==> src/rtl/btn_debounce_multi.sv <==
// Multi-channel push-button conditioner: synchroniser, stable-sample debouncer and
// press / release / long-press / auto-repeat pulse generator on a shared sample tick.
module btn_debounce_multi #(
   parameter int N_CH           = 4,
   parameter int CLK_HZ         = 125000000,
   parameter int SAMPLE_HZ      = 1000,
   parameter int STABLE_CNT     = 8,
   parameter int LONG_SAMPLES   = 1000,
   parameter int REPEAT_SAMPLES = 100,
   parameter int ACTIVE_LOW     = 0
) (
   input  logic              CLK,
   input  logic              rstn,
   input  logic [N_CH-1:0]   btn_in,
   output logic [N_CH-1:0]   btn_level,
   output logic [N_CH-1:0]   press,
   // release and repeat are reserved words, hence the _pulse suffix
   output logic [N_CH-1:0]   release_pulse,
   output logic [N_CH-1:0]   long_press,
   output logic [N_CH-1:0]   repeat_pulse,
   output logic [2*N_CH-1:0] dbg_state
);

   localparam int DIV      = CLK_HZ / SAMPLE_HZ;
   localparam int PW       = (DIV > 1) ? $clog2(DIV) : 1;
   localparam int IW       = $clog2(STABLE_CNT + 1);
   localparam int HOLD_MAX = (LONG_SAMPLES > REPEAT_SAMPLES) ? LONG_SAMPLES : REPEAT_SAMPLES;
   localparam int HW       = $clog2(HOLD_MAX + 1);

   localparam logic [PW-1:0] PRE_LAST    = PW'(DIV - 1);
   localparam logic [IW-1:0] STABLE_LAST = IW'(STABLE_CNT - 1);
   localparam logic [HW-1:0] LONG_LAST   = HW'(LONG_SAMPLES - 1);
   localparam logic [HW-1:0] REP_LAST    = HW'((REPEAT_SAMPLES > 0) ? REPEAT_SAMPLES - 1 : 0);
   localparam logic          INACTIVE    = (ACTIVE_LOW != 0);

   typedef enum logic [1:0] {
      ST_IDLE    = 2'd0,
      ST_PRESSED = 2'd1,
      ST_HELD    = 2'd2
   } state_t;

   logic [N_CH-1:0] sync_s1;
   logic [N_CH-1:0] sync_s2;
   logic [PW-1:0]   pre_cnt;
   logic            tick;

   // Synchroniser resets to the idle raw level so no phantom press follows reset.
   always_ff @(posedge CLK) begin
      if (!rstn) begin
         sync_s1 <= {N_CH{INACTIVE}};
         sync_s2 <= {N_CH{INACTIVE}};
      end else begin
         sync_s1 <= btn_in;
         sync_s2 <= sync_s1;
      end
   end

   always_ff @(posedge CLK) begin
      if (!rstn) begin
         pre_cnt <= '0;
      end else if (pre_cnt == PRE_LAST) begin
         pre_cnt <= '0;
      end else begin
         pre_cnt <= pre_cnt + PW'(1);
      end
   end

   assign tick = (pre_cnt == PRE_LAST);

   for (genvar i = 0; i < N_CH; i++) begin : g_ch
      state_t        state;
      logic [IW-1:0] icnt;
      logic [HW-1:0] hold;
      logic          lvl;
      logic          p_press;
      logic          p_rel;
      logic          p_long;
      logic          p_rep;
      logic          sample;
      logic          accept;

      assign sample = sync_s2[i] ^ INACTIVE;
      // One accepted level change per tick; its direction is implied by the current level.
      assign accept = tick && (sample != lvl) && (icnt == STABLE_LAST);

      always_ff @(posedge CLK) begin
         if (!rstn) begin
            state   <= ST_IDLE;
            icnt    <= '0;
            hold    <= '0;
            lvl     <= 1'b0;
            p_press <= 1'b0;
            p_rel   <= 1'b0;
            p_long  <= 1'b0;
            p_rep   <= 1'b0;
         end else begin
            p_press <= 1'b0;
            p_rel   <= 1'b0;
            p_long  <= 1'b0;
            p_rep   <= 1'b0;
            if (tick) begin
               if (sample == lvl) begin
                  icnt <= '0;
               end else if (accept) begin
                  icnt <= '0;
                  lvl  <= ~lvl;
               end else begin
                  icnt <= icnt + IW'(1);
               end

               case (state)
                  ST_IDLE: begin
                     if (accept) begin
                        state   <= ST_PRESSED;
                        p_press <= 1'b1;
                        hold    <= '0;
                     end
                  end
                  ST_PRESSED: begin
                     if (accept) begin
                        state <= ST_IDLE;
                        p_rel <= 1'b1;
                        hold  <= '0;
                     end else if (hold == LONG_LAST) begin
                        state  <= ST_HELD;
                        p_long <= 1'b1;
                        hold   <= '0;
                     end else begin
                        hold <= hold + HW'(1);
                     end
                  end
                  ST_HELD: begin
                     if (accept) begin
                        state <= ST_IDLE;
                        p_rel <= 1'b1;
                        hold  <= '0;
                     end else if (REPEAT_SAMPLES > 0) begin
                        if (hold == REP_LAST) begin
                           p_rep <= 1'b1;
                           hold  <= '0;
                        end else begin
                           hold <= hold + HW'(1);
                        end
                     end
                  end
                  default: begin
                     state <= ST_IDLE;
                     hold  <= '0;
                  end
               endcase
            end
         end
      end

      assign btn_level[i]         = lvl;
      assign press[i]             = p_press;
      assign release_pulse[i]     = p_rel;
      assign long_press[i]        = p_long;
      assign repeat_pulse[i]      = p_rep;
      assign dbg_state[2*i +: 2]  = state;
   end

endmodule

==> config.mk <==
export PLATFORM = sky130hd
export DESIGN_NAME = btn_debounce_multi
export DESIGN_NICKNAME = d
export VERILOG_FILES = /design/src/rtl/btn_debounce_multi.sv
export SDC_FILE = /design/constraint.sdc
export NUM_CORES = 1
export LEC_CHECK = 0
export ABC_AREA = 1
export CAP_MARGIN = 20
export CORE_UTILIZATION = 45
export DETAILED_ROUTE_END_ITERATION = 12
export PLACE_DENSITY = 0.66
export REMOVE_ABC_BUFFERS = 1
export SLEW_MARGIN = 20
export SYNTH_ARGS = -nofsm -noshare
export SYNTH_HDL_FRONTEND = slang
export SYNTH_SLANG_ARGS = --single-unit
==> constraint.sdc <==
create_clock -name CLK -period 1.8 [get_ports CLK]
set_input_delay 0.36 -clock CLK [delete_from_list [all_inputs] [get_ports CLK]]
set_output_delay 0.36 -clock CLK [all_outputs]
set_load 0.01 [all_outputs]
== Yosys cells after proc, flatten, opt, wreduce, memory -nomap -nowiden ==
Cells that the tools add are included.

* Word-level logic and storage cells: 212
* Register bits: 109
* Bits of input ports: 6
* Output and inout port bits: 28

* Equality and inequality tests: 41
* Bitwise logic cells: 18
* Muxes and demuxes: 64
* Reductions and logical operators: 45
* Add/sub/neg operators: 9

{| class="wikitable"
|+ Operators by type and width
! cell !! count
|-
| $mux W10 || 20
|-
| $pmux W10 S3 || 4
|-
| $add A10 B1 Y10 const B || 4
|-
| $eq A10 B10 Y1 const B || 4
|-
| $eq A10 B7 Y1 const B || 4
|-
| $reduce_and A3 Y1 || 12
|-
| $mux W2 || 16
|-
| $mux W4 || 8
|-
| $reduce_or A4 Y1 || 8
|-
| $pmux W2 S3 || 4
|-
| $not A1 Y1 || 18
|-
| $add A17 B1 Y17 const B || 1
|-
| $eq A17 B17 Y1 const B || 1
|-
| $add A4 B1 Y4 const B || 4
|-
| $eq A4 B3 Y1 const B || 4
|-
| $ne A2 B2 Y1 const B || 8
|-
| $reduce_and A4 Y1 || 4
|-
| $mux W1 || 12
|-
| $ne A3 B3 Y1 const B || 4
|-
| $reduce_or A2 Y1 || 5
|-
| $eq A2 B1 Y1 const B || 4
|-
| $eq A2 B2 Y1 const B || 4
|-
| $logic_and A1 B1 Y1 || 8
|-
| $logic_not A2 Y1 || 4
|-
| other kinds (3) || 12
|}

== Longest topological paths before layout ==
Gate-level depths: netlist of the first run.

* Depth after elaboration: 5
* Depth in mapped cells: 12
* Depth with buffers taken out: 12

== Least setup slack after synthesis of the first run ==
OpenSTA, ideal clock, no wires.

* Path kind: register to register
* Start point: reg pre_cnt[0]
* End point: reg g_ch[0].hold[0]
* Path buffers: 1
* Slack: 0.083 ns
* Setup time: 0.132 ns
* Data arrival time: 1.585 ns
* Clock period less this slack: 1.717 ns
* Cell stages (with the launch flop): 12
* Data required time: 1.668 ns
* Cells stage by stage: dfxtp_1 -> ha_1 -> nand2_1 -> nor2_1 -> nand2_1 -> nor2_4 -> buf_12 -> nand3_4 -> nand3_1 -> nand2_1 -> nand3_1 -> a21oi_1

* Cells in the longest elaborated chain, start to end: 5
* Elaborated cells between the ends (all ways): 8
* Classes of those cells: eq/ne (2); mux (3); reduce/logical (3)

{| class="wikitable"
|+ RTL lines
! what !! RTL line !! text
|-
| start: declaration || 44 || <nowiki>logic [PW-1:0] pre_cnt;</nowiki>
|-
| start signal: assignment || 64 || <nowiki>pre_cnt <= pre_cnt + PW'(1);</nowiki>
|-
| $eq A17 B17 Y1 * || 68 || <nowiki>assign tick = (pre_cnt == PRE_LAST);</nowiki>
|-
| $logic_and A1 B1 Y1 (2 in a row) || 84 || <nowiki>assign accept = tick && (sample != lvl) && (icnt == STABLE_LAST);</nowiki>
|-
| $mux W10 (tied with other cells) || 133 || <nowiki>if (accept) begin</nowiki>
|-
| $pmux W10 S3 / $reduce_and A2 Y1 (equally long branches) || n/a ||
|-
| end signal: assignment || 129 || <nowiki>hold <= hold + HW'(1);</nowiki>
|-
| end signal: assignment || 142 || <nowiki>hold <= hold + HW'(1);</nowiki>
|-
| end: declaration || 73 || <nowiki>logic [HW-1:0] hold;</nowiki>
|}

Every way passes the cells marked *; elsewhere a longest branch is shown, timed or not.
A chain may end at the register's enable or synchronous reset.

== Final worst setup path of the first run ==
* Start point: reg pre_cnt[1]
* End point: reg g_ch[2].hold[1]

* Cells in the longest elaborated chain, start to end: 5
* Elaborated cells between the ends (all ways): 8
* Classes of those cells: eq/ne (2); mux (3); reduce/logical (3)

{| class="wikitable"
|+ RTL lines
! what !! RTL line
|-
| $eq A17 B17 Y1 * || 68
|-
| $logic_and A1 B1 Y1 (2 in a row) || 84
|-
| $mux W10 (tied with other cells) || 133
|-
| $pmux W10 S3 / $reduce_and A2 Y1 (equally long branches) || n/a
|-
| end signal: assignment || 129
|-
| end signal: assignment || 142
|-
| end: declaration || 73
|}

Marks and branches as above.

==> results.md, run 1 <==
Outcome:
- The final reports fail on negative setup slack.
- The flow ran to the end, but the final reports show violations.

STA:
- The worst path uses 102% of the clock period.
- The highest attainable clock frequency is 0.546 GHz.
- The max-slew violation total from the final report is 0.
- The final hold violation count was 0.
- Setup repair after global routing could not meet its margin everywhere.
- The total negative setup slack is -0.190 ns.
- The worst path in the final design needs a cycle of 1.83 ns, including I/O delays and setup.
- Between clock sinks in the finished design, the worst skew comes to 0.00623 ns.
- Headroom to the max-slew limit came out at 71.8%.
- The total of endpoints with negative setup slack in the final report is 9.
- The worst setup margin is -0.0301 ns.
- The pin slew with the least headroom to its limit is 0.420 ns.

Synth:
- The flop and latch count out of synthesis is between 100 and 150.
- Yosys mapped a number of flops with a built-in enable equal to 0.
- The average instance area after synthesis is 7.09 um^2.
- The share of flip-flops with an asynchronous set or reset is 0%.
- Summing the sequential cell areas from Yosys gives between 30% and 40% of the chip area.
- The number of distinct library cell variants in the gate-level netlist after synthesis is 39.
- The synthesis warning total is 0.
- After technology mapping, the gate count stands at 801.
- The most used flip-flop cell after synthesis is sky130_fd_sc_hd__dfxtp_1.
- The synthesized cell area is 5680 um^2.

Power:
- The net load switching power is 1080 uW.
- Of the total power, registers draw 53.6%.
- IR analysis of the VDD net gives a maximum drop of 0.000413 V.
- The power share of the clock group is between 40% and 50%.
- Dividing total power by cell area gives a power density of ~630 nW/um^2.
- Of the total power, the share spent switching nets is 23.7%.
- In this run the static leakage power is 0.00296 uW.
- The internal power of the cells totals 3460 uW.
- Combinational logic burns 3.1% of the power.

Clocking:
- The total number of H-tree levels is 3.
- The clock slew seen by the registers of the worst setup and hold paths is ~0.08 ns.
- For the worst-skew pair, the clock arrives at the later sink with an insertion delay of around 0.35 ns.
- The TritonCTS buffer count is 9.
- The maximum number of buffers from clock root to sink is 2.
- The number of buffers inserted for hold repair after clock tree synthesis is 0.
- The CTS root buffer is sky130_fd_sc_hd__clkbuf_16.
- TritonCTS built the clock tree.
- The clock net in this run drives a total of between 100 and 150 sinks.

Cells and area:
- The utilization of the core after routing is 59.2%.
- The share of cells above drive strength 1 is 19.1%.
- The design area is 7200 um^2.
- The antenna diode instance count is 0.
- The count of nets after finishing is roughly 910.
- Summing all flip-flop and latch instances after layout gives between 2000 and 2500 um^2.
- The area added between synthesis and finish is 26.8%.
- In the final layout, the multi-input gates occupy 3130 um^2.
- After filler insertion, the fill cell instance count of the layout stands at 1,092.

Route:
- The routed design has 13.3 mm of wire.
- The total iterations of the first detailed-routing run is 5.
- The average detailed-routed wire length per instance is 12.6 um.
- The detailed router finished its first iteration with 238 violations.
- The residual antenna-violating net count after detailed routing is 0.
- In the routed layout, each cell is associated on average with a via count of 5.08.
- In the routed design, unresolved DRC markers number 0.
- The via total after detailed routing is between 5,000 and 6,000.

Die:
- The initial cell density of the core is 46.7%.
- The total die area is about 13,000 um^2.
- The total number of placement rows is 40.
- From bottom edge to top edge, the die measures 114 um.
- In this run the standard cell core region covers 12,200 um^2.
- The boundary pin count is 34.
- Measured along the x axis, the die boundary spans 114 um.

Placement:
- During placement, the flow inserted port buffers numbering 33.
- The cell area after placement is 6500 um^2.
- Prior to clock tree synthesis, the placed netlist has a worst setup slack of -0.183 ns.
- The congestion estimate from routability-driven global placement came to 0.858.
- Detailed placement ended at an HPWL of ~9.4 mm.

Critical path:
- STA puts the critical path data required time at 2.09 ns.
- The largest fanout of any net on the critical path is 8.
- For the worst setup path, the data arrival time is 2.12 ns.
- The nature of the critical path endpoint is a register.
- The type of element launching the critical path is a register.
- The kind of critical path is reg2reg.

Global routing:
- The first global-routing pass estimated 21.9 mm of wire.
- For this run the aggregate overflow at the end of global routing stands at 0.
- In the global route stage, overall resource usage came out at about a fifth.
- Entering global routing, the biggest net connects 33 pins.
- The number of antenna violations at the first check in global routing was 0.
- The via count of the first global-routing pass is 4,882.

Worst hold path:
- The class of the worst hold path is reg2reg.

Flow run:
- The max-cap check violation count is 0.
cells in the mapped netlist (6+ instances only):
cell / number / area share, %
sky130_fd_sc_hd__a21oi_1: 58 / 5.1
sky130_fd_sc_hd__nor2_1: 74 / 4.9
sky130_fd_sc_hd__xor2_1: 17 / 2.6
sky130_fd_sc_hd__nand2_1: 191 / 13
sky130_fd_sc_hd__buf_4: 21 / 2.8
sky130_fd_sc_hd__clkbuf_1: 9 / 0.60
sky130_fd_sc_hd__nand2_2: 6 / 0.66
sky130_fd_sc_hd__ha_1: 21 / 4.6
sky130_fd_sc_hd__nor3_1: 29 / 2.6
sky130_fd_sc_hd__nand3_1: 77 / 6.8
sky130_fd_sc_hd__nand4_1: 8 / 0.88
sky130_fd_sc_hd__inv_1: 108 / 7.1
sky130_fd_sc_hd__o21ai_0: 23 / 2.0
sky130_fd_sc_hd__dfxtp_1: 109 / 38
metal layers:
metal	track usage, %	vias up	share of wire, %
met5	0	-	0
met3	3.07	18	3.6
met4	7.79	0	2.1
met1	26.3	2509	45
li1	-	2738	-
met2	36.0	105	49
sequential cells by signal (all words and copies together) (netlist names):
name          flops
g_ch.hold        40
g_ch.icnt        16
g_ch.lvl          4
g_ch.p_long       4
g_ch.p_press      4
g_ch.p_rel        4
g_ch.p_rep        4
g_ch.state        8
pre_cnt          17
sync_s1           4
sync_s2           4
through the flow:
stage	instances	power (uW)	hold slack [ns]
final	1058	4540	0.420
after global routing	1058	4710	0.441
after CTS	1046	4580	0.419
after detailed placement	1028	2610	0.401
after global placement	1028	2610	0.398
after floorplan	768	2530	0.390
layout by cell type (no fill, tap or decap), types with 3 or more instances in the layout:
cell type / count
sky130_fd_sc_hd__nand2_1: 180
sky130_fd_sc_hd__inv_1: 107
sky130_fd_sc_hd__dfxtp_1: 106
sky130_fd_sc_hd__nand3_1: 67
sky130_fd_sc_hd__nor2_1: 65
sky130_fd_sc_hd__buf_4: 63
sky130_fd_sc_hd__a21oi_1: 50
sky130_fd_sc_hd__clkdlybuf4s50_1: 33
sky130_fd_sc_hd__nor3_1: 20
sky130_fd_sc_hd__ha_1: 20
sky130_fd_sc_hd__o21ai_0: 18
sky130_fd_sc_hd__xor2_1: 17
sky130_fd_sc_hd__nand2_2: 11
sky130_fd_sc_hd__nand3_2: 10
sky130_fd_sc_hd__clkbuf_16: 9
sky130_fd_sc_hd__nand4_1: 8
sky130_fd_sc_hd__a21oi_2: 8
sky130_fd_sc_hd__nor3_2: 8
sky130_fd_sc_hd__nand2_4: 7
sky130_fd_sc_hd__nor2_2: 7
sky130_fd_sc_hd__nand3_4: 6
sky130_fd_sc_hd__buf_12: 6
sky130_fd_sc_hd__nor2_4: 5
sky130_fd_sc_hd__xnor2_1: 5
sky130_fd_sc_hd__a32o_1: 4
sky130_fd_sc_hd__o21ai_1: 4
sky130_fd_sc_hd__o21ai_2: 4
sky130_fd_sc_hd__o31ai_1: 3
sky130_fd_sc_hd__a21oi_4: 3
sky130_fd_sc_hd__buf_6: 3
sky130_fd_sc_hd__dfxtp_2: 3
final timing paths:
path / start / end / slack, ns / depth (start not counted)
worst max-delay path: pre_cnt[1] / g_ch[2].hold[1] / -0.03 / 12
worst max register to register: pre_cnt[1] / g_ch[2].hold[1] / -0.03 / 12
worst min-delay path: sync_s1[3] / sync_s2[3] / 0.42 / 2
worst min register to register: sync_s1[3] / sync_s2[3] / 0.42 / 2
final cells by class:
class	count	share of cell area [%]
Multi-Input combinational cell	548	43.4
Sequential cell	109	30.4
Timing Repair Buffer	106	13.4
Inverter	111	5.86
Clock buffer	9	3.13
Tap cell	168	2.92
Clock inverter	7	0.904
cells by family (layout without fill, tap and decap cells):
kind of cell	Yosys count	after routing	share of synthesized area, %
buf+inv	144	233	11.2
flops	109	109	38.4
compound gates	105	105	11.0
fa+ha+maj	21	21	4.63
simple gates	400	400	31.3
xor+xnor	22	22	3.39
critical path, stage by stage, from the launching register on:
cell	delay (ns)
sky130_fd_sc_hd__dfxtp_2	0.36
sky130_fd_sc_hd__ha_4	0.15
sky130_fd_sc_hd__nand2_4	0.05
sky130_fd_sc_hd__nor2_4	0.12
sky130_fd_sc_hd__nand2_2	0.07
sky130_fd_sc_hd__nor2_4	0.14
sky130_fd_sc_hd__buf_12	0.14
sky130_fd_sc_hd__buf_12	0.10
sky130_fd_sc_hd__nand3_4	0.11
sky130_fd_sc_hd__a21oi_4	0.18
sky130_fd_sc_hd__buf_12	0.14
sky130_fd_sc_hd__nand3_1	0.07
sky130_fd_sc_hd__a21oi_1	0.13
power by group through the flow:
stage / Sequential (uW) / Combinational [uW] / Clock (uW)
2_1_floorplan: 2480 / 47.6 / 0
3_3_place_gp: 2490 / 123 / 0
3_5_place_dp: 2490 / 124 / 0
4_1_cts: 2430 / 125 / 2030
5_1_grt: 2430 / 154 / 2120
6_report: 2430 / 141 / 1970
what timing repair did:
action,in CTS,in global routing
setup endpoints to repair,61,76
cloned,1,0
setup buffers,1,12
endpoints found under the hold margin,0,0
pin swaps,12,22
gates resized for setup,17,62
Power figures use the tool's default switching activity.
==> run 2, diff against run 1 <==
SLEW_MARGIN = 10   (was 20)
==> results of run 2 <==
No change in the layout: final DEF, timing and power equal those of run 1.
==> run 3, diff against run 2 <==
GPL_ROUTABILITY_DRIVEN = 0   (was not set)
MAX_ROUTING_LAYER = met4   (was not set)
==> run 3 against run 2 <==
The run still ends with negative setup slack left. Register-to-register slack about the same. Final area is 0.59% higher. Global-route usage rose by 0.65 points. First-iteration DRC count increased by 16%. Non-clock buffer count is 1 higher. Worst setup slack worse by 0.0086 ns. Via count shrank 0.58%. Critical path type unchanged.
==> results.md, run 3 (synthesis results as in run 1) <==
Outcome:
- The flow ran to the end, but the final reports show violations.
- The checks that failed: negative setup slack.

Global routing:
- The number of antenna violations at the first check in global routing was 0.
- The sum of overflow across all layers after global routing is 0.
- The via count of the first global-routing pass is approximately 4,900.
- The wire length of the first global-routing pass is 21.9 mm.
- The pin count of the biggest net entering global routing is 33.
- Global routing consumed, over all layers together, 21.5% of the routing resources.

Cells and area:
- The register with the most flip-flops in the layout has 40 of them.
- In the final layout, the registers with the most flip-flops are g_ch.hold: 40 flops, pre_cnt: 17 flops, g_ch.icnt: 16 flops.
- 0 antenna diodes ended up in the layout.
- The register with the most flip-flops in the final layout is g_ch.hold.
- Counting the fill cells in the layout gives 1,081.
- For this run, the post-layout net count is just over 900.
- The share of cells above drive strength 1 is 19.6%.
- Summing all non-filler instances in the final layout gives an area of 7240 um^2.
- The library cells used most frequently in the layout, excluding fill and tap cells, are 177 x sky130_fd_sc_hd__nand2_1, 107 x sky130_fd_sc_hd__inv_1, 106 x sky130_fd_sc_hd__dfxtp_1, 66 x sky130_fd_sc_hd__nand3_1, 65 x sky130_fd_sc_hd__nor2_1.
- The library cell used most frequently in the layout, excluding fill and tap cells, is sky130_fd_sc_hd__nand2_1.
- The utilization of the core after routing is between 50% and 60%.
- From synthesis to final layout, the design area changed by 27.6%.
- The count of placed standard cells in the final layout, fillers left out is 1,059.

STA:
- The worst setup margin is -0.0387 ns.
- Setup repair after global routing could not meet its margin everywhere.
- The total of endpoints with negative setup slack in the final report is 9.
- The worst hold margin is 0.419 ns.
- The final hold violation count was 0.
- For the pin with the worst max-slew slack, the measured transition is 0.416 ns.
- The shortest clock period the worst path allows after layout is 1.84 ns.
- The max-slew violation total from the final report is 0.
- The relative max-transition margin is 72.0%.
- The final cycle utilization of the critical path is 102%.
- Static timing analysis puts the maximum clock frequency at 0.544 GHz.
- Clock skew on the completed layout was measured at 0.00689 ns.

Clocking:
- The clock slew seen by the registers of the worst setup and hold paths is about 0.080 ns.
- The clock reaches the later pin of the worst-skew pair after 0.35 ns.
- For this design, the sink count on the clock tree is 109.
- The number of buffers inserted for hold repair after clock tree synthesis is 0.
- The TritonCTS buffer count is 9.
- Counting along the longest clock path gives a buffer depth of 2.
- The total number of H-tree levels is 3.
- The CTS root buffer is sky130_fd_sc_hd__clkbuf_16.
- TritonCTS built the clock tree.

Critical path:
- The capture point of the worst reg-to-reg path is g_ch[2].hold[1].
- Setup slack on the worst reg-to-reg path comes out at -0.04 ns.
- The nature of the critical path endpoint is a register.
- The worst-case reg-to-reg path depth is 12.
- STA puts the critical path data arrival time at 2.13 ns.
- In this run the worst path has a maximum fanout of 8.
- Data on the critical path is required at its endpoint by 2.09 ns.
- The worst register-to-register path begins at pre_cnt[1].
- The kind of critical path is reg2reg.
- The type of element launching the critical path is a register.

Die:
- After floorplanning, the core was sized to cover 12,200 um^2.
- The total number of placement rows is 40.
- The total die area is between 10,000 and 15,000 um^2.
- The die extent in y is 114 um.
- The boundary pin count is 34.
- For this configuration, the core starts out at a cell density of 46.7%.
- The die width is about 110 um.

Power:
- Net switching is 23.8% of the power.
- The net load switching power is roughly 1100 uW.
- The share of power burned in combinational logic is 3.1%.
- Per report_power, the sequential group accounts for 53.5% of the total.
- Across the VDD grid, the largest voltage drop is 0.000416 V.
- The power share of the clock group is 43.4%.
- For this design the static power due to leakage is 0.00298 uW.
- The internal portion of the total power is 3460 uW.
- Power spread over the standard cell area amounts to 628 nW/um^2.

Worst hold path:
- The hold-critical path endpoint is sync_s2[3].
- The worst hold path begins at sync_s1[3].
- The worst hold path was traced through 2 stages.
- The class of the worst hold path is reg2reg.

Placement:
- The number of port buffers is 33.
- The wire-length estimate of the detail-placed layout is between 9 and 10 mm.
- The instance count after placement with tap cells included is 1,028.
- The cell area after placement is ~6500 um^2.

Flow run:
- Across the run, the number of max-cap violations was 0.

Route:
- Detailed routing inserted a total of ~5,300 vias.
- The detail route stage leaves a number of antenna-violating nets equal to 0.
- In the routed layout, each cell is associated on average with a via count of between 5 and 6.
- After detailed routing, the average wire length per cell comes to between 10 and 15 um.
- The aggregate routed wire length is 13.3 mm.
- In the routed design, unresolved DRC markers number 0.
- For this block, the initial DRC count from the detailed router was 275.
- The total iterations of the first detailed-routing run is 5.
-- run 3: changes by cell type in the layout (fill, tap and decap cells not counted), sizes merged --
cell  before  now
buf       73   74
-- run 3: area by class of cell --
cell class                 instances  area (um^2)  share of cell area, %
multi-input combinational        548         3160                   43.6
sequential                       109         2190                   30.2
timing repair buffer             107          976                   13.5
inverter                         111          422                   5.82
clock buffer                       9          225                   3.11
tap                              168          210                   2.90
clock inverter                     7         65.1                  0.899
-- run 3: repair_timing --
action,in CTS,in global routing
resized for setup,17,72
pin swaps,12,24
gates cloned,1,0
buffers inserted,1,13
setup endpoints to repair,61,76
-- run 3: worst max-delay path by stage --
| stage | from | endpoint | slack (ns) | cells after the start |
|---|---|---|---|---|
| final | pre_cnt[1] | g_ch[2].hold[1] | -0.04 | 12 |
| after global routing | pre_cnt[1] | g_ch[2].hold[0] | -0.14 | 12 |
| after detailed placement | pre_cnt[1] | g_ch[2].icnt[2] | -0.18 | 11 |
| after CTS | pre_cnt[0] | g_ch[2].hold[1] | -0.09 | 11 |
| after floorplan | pre_cnt[0] | g_ch[2].icnt[2] | -0.29 | 9 |
| after global placement | pre_cnt[0] | g_ch[2].hold[4] | -0.03 | 12 |
-- run 3: critical path, cell delays in order, from the launching register on --
cell and delay [ns]:
sky130_fd_sc_hd__dfxtp_2 0.36, sky130_fd_sc_hd__ha_4 0.15, sky130_fd_sc_hd__nand2_4 0.05, sky130_fd_sc_hd__nor2_4 0.12, sky130_fd_sc_hd__nand2_2 0.07, sky130_fd_sc_hd__nor2_4 0.14, sky130_fd_sc_hd__buf_12 0.14, sky130_fd_sc_hd__buf_12 0.11
sky130_fd_sc_hd__nand3_4 0.11, sky130_fd_sc_hd__a21oi_4 0.18, sky130_fd_sc_hd__buf_12 0.14, sky130_fd_sc_hd__nand3_1 0.07, sky130_fd_sc_hd__a21oi_1 0.13
-- run 3: power by group through the flow --
stage                     Clock [uW]  Sequential, uW  Combinational, uW
final                           1970            2430                141
after detailed placement           0            2490                124
after global placement             0            2490                123
after global routing            2130            2430                155
after CTS                       2030            2430                125
after floorplan                    0            2480               47.6
-- run 3: per-stage QoR --
step / worst slack, ns / total power (uW) / TNS [ns]
floorplan: -0.291 / 2530 / -4.25
CTS: -0.0937 / 4580 / -0.841
global route: -0.142 / 4720 / -4.90
detailed placement: -0.183 / 2610 / -3.08
finish: -0.0387 / 4540 / -0.263
global placement: -0.0335 / 2610 / -0.411
-- run 3: layer usage --
metal	vias up	wire [um]	GRT usage, %
met5	-	0	-
met2	85	6550	35.8
met3	22	421	2.96
met1	2495	6060	26.6
met4	0	297	7.79
li1	2737	-	-
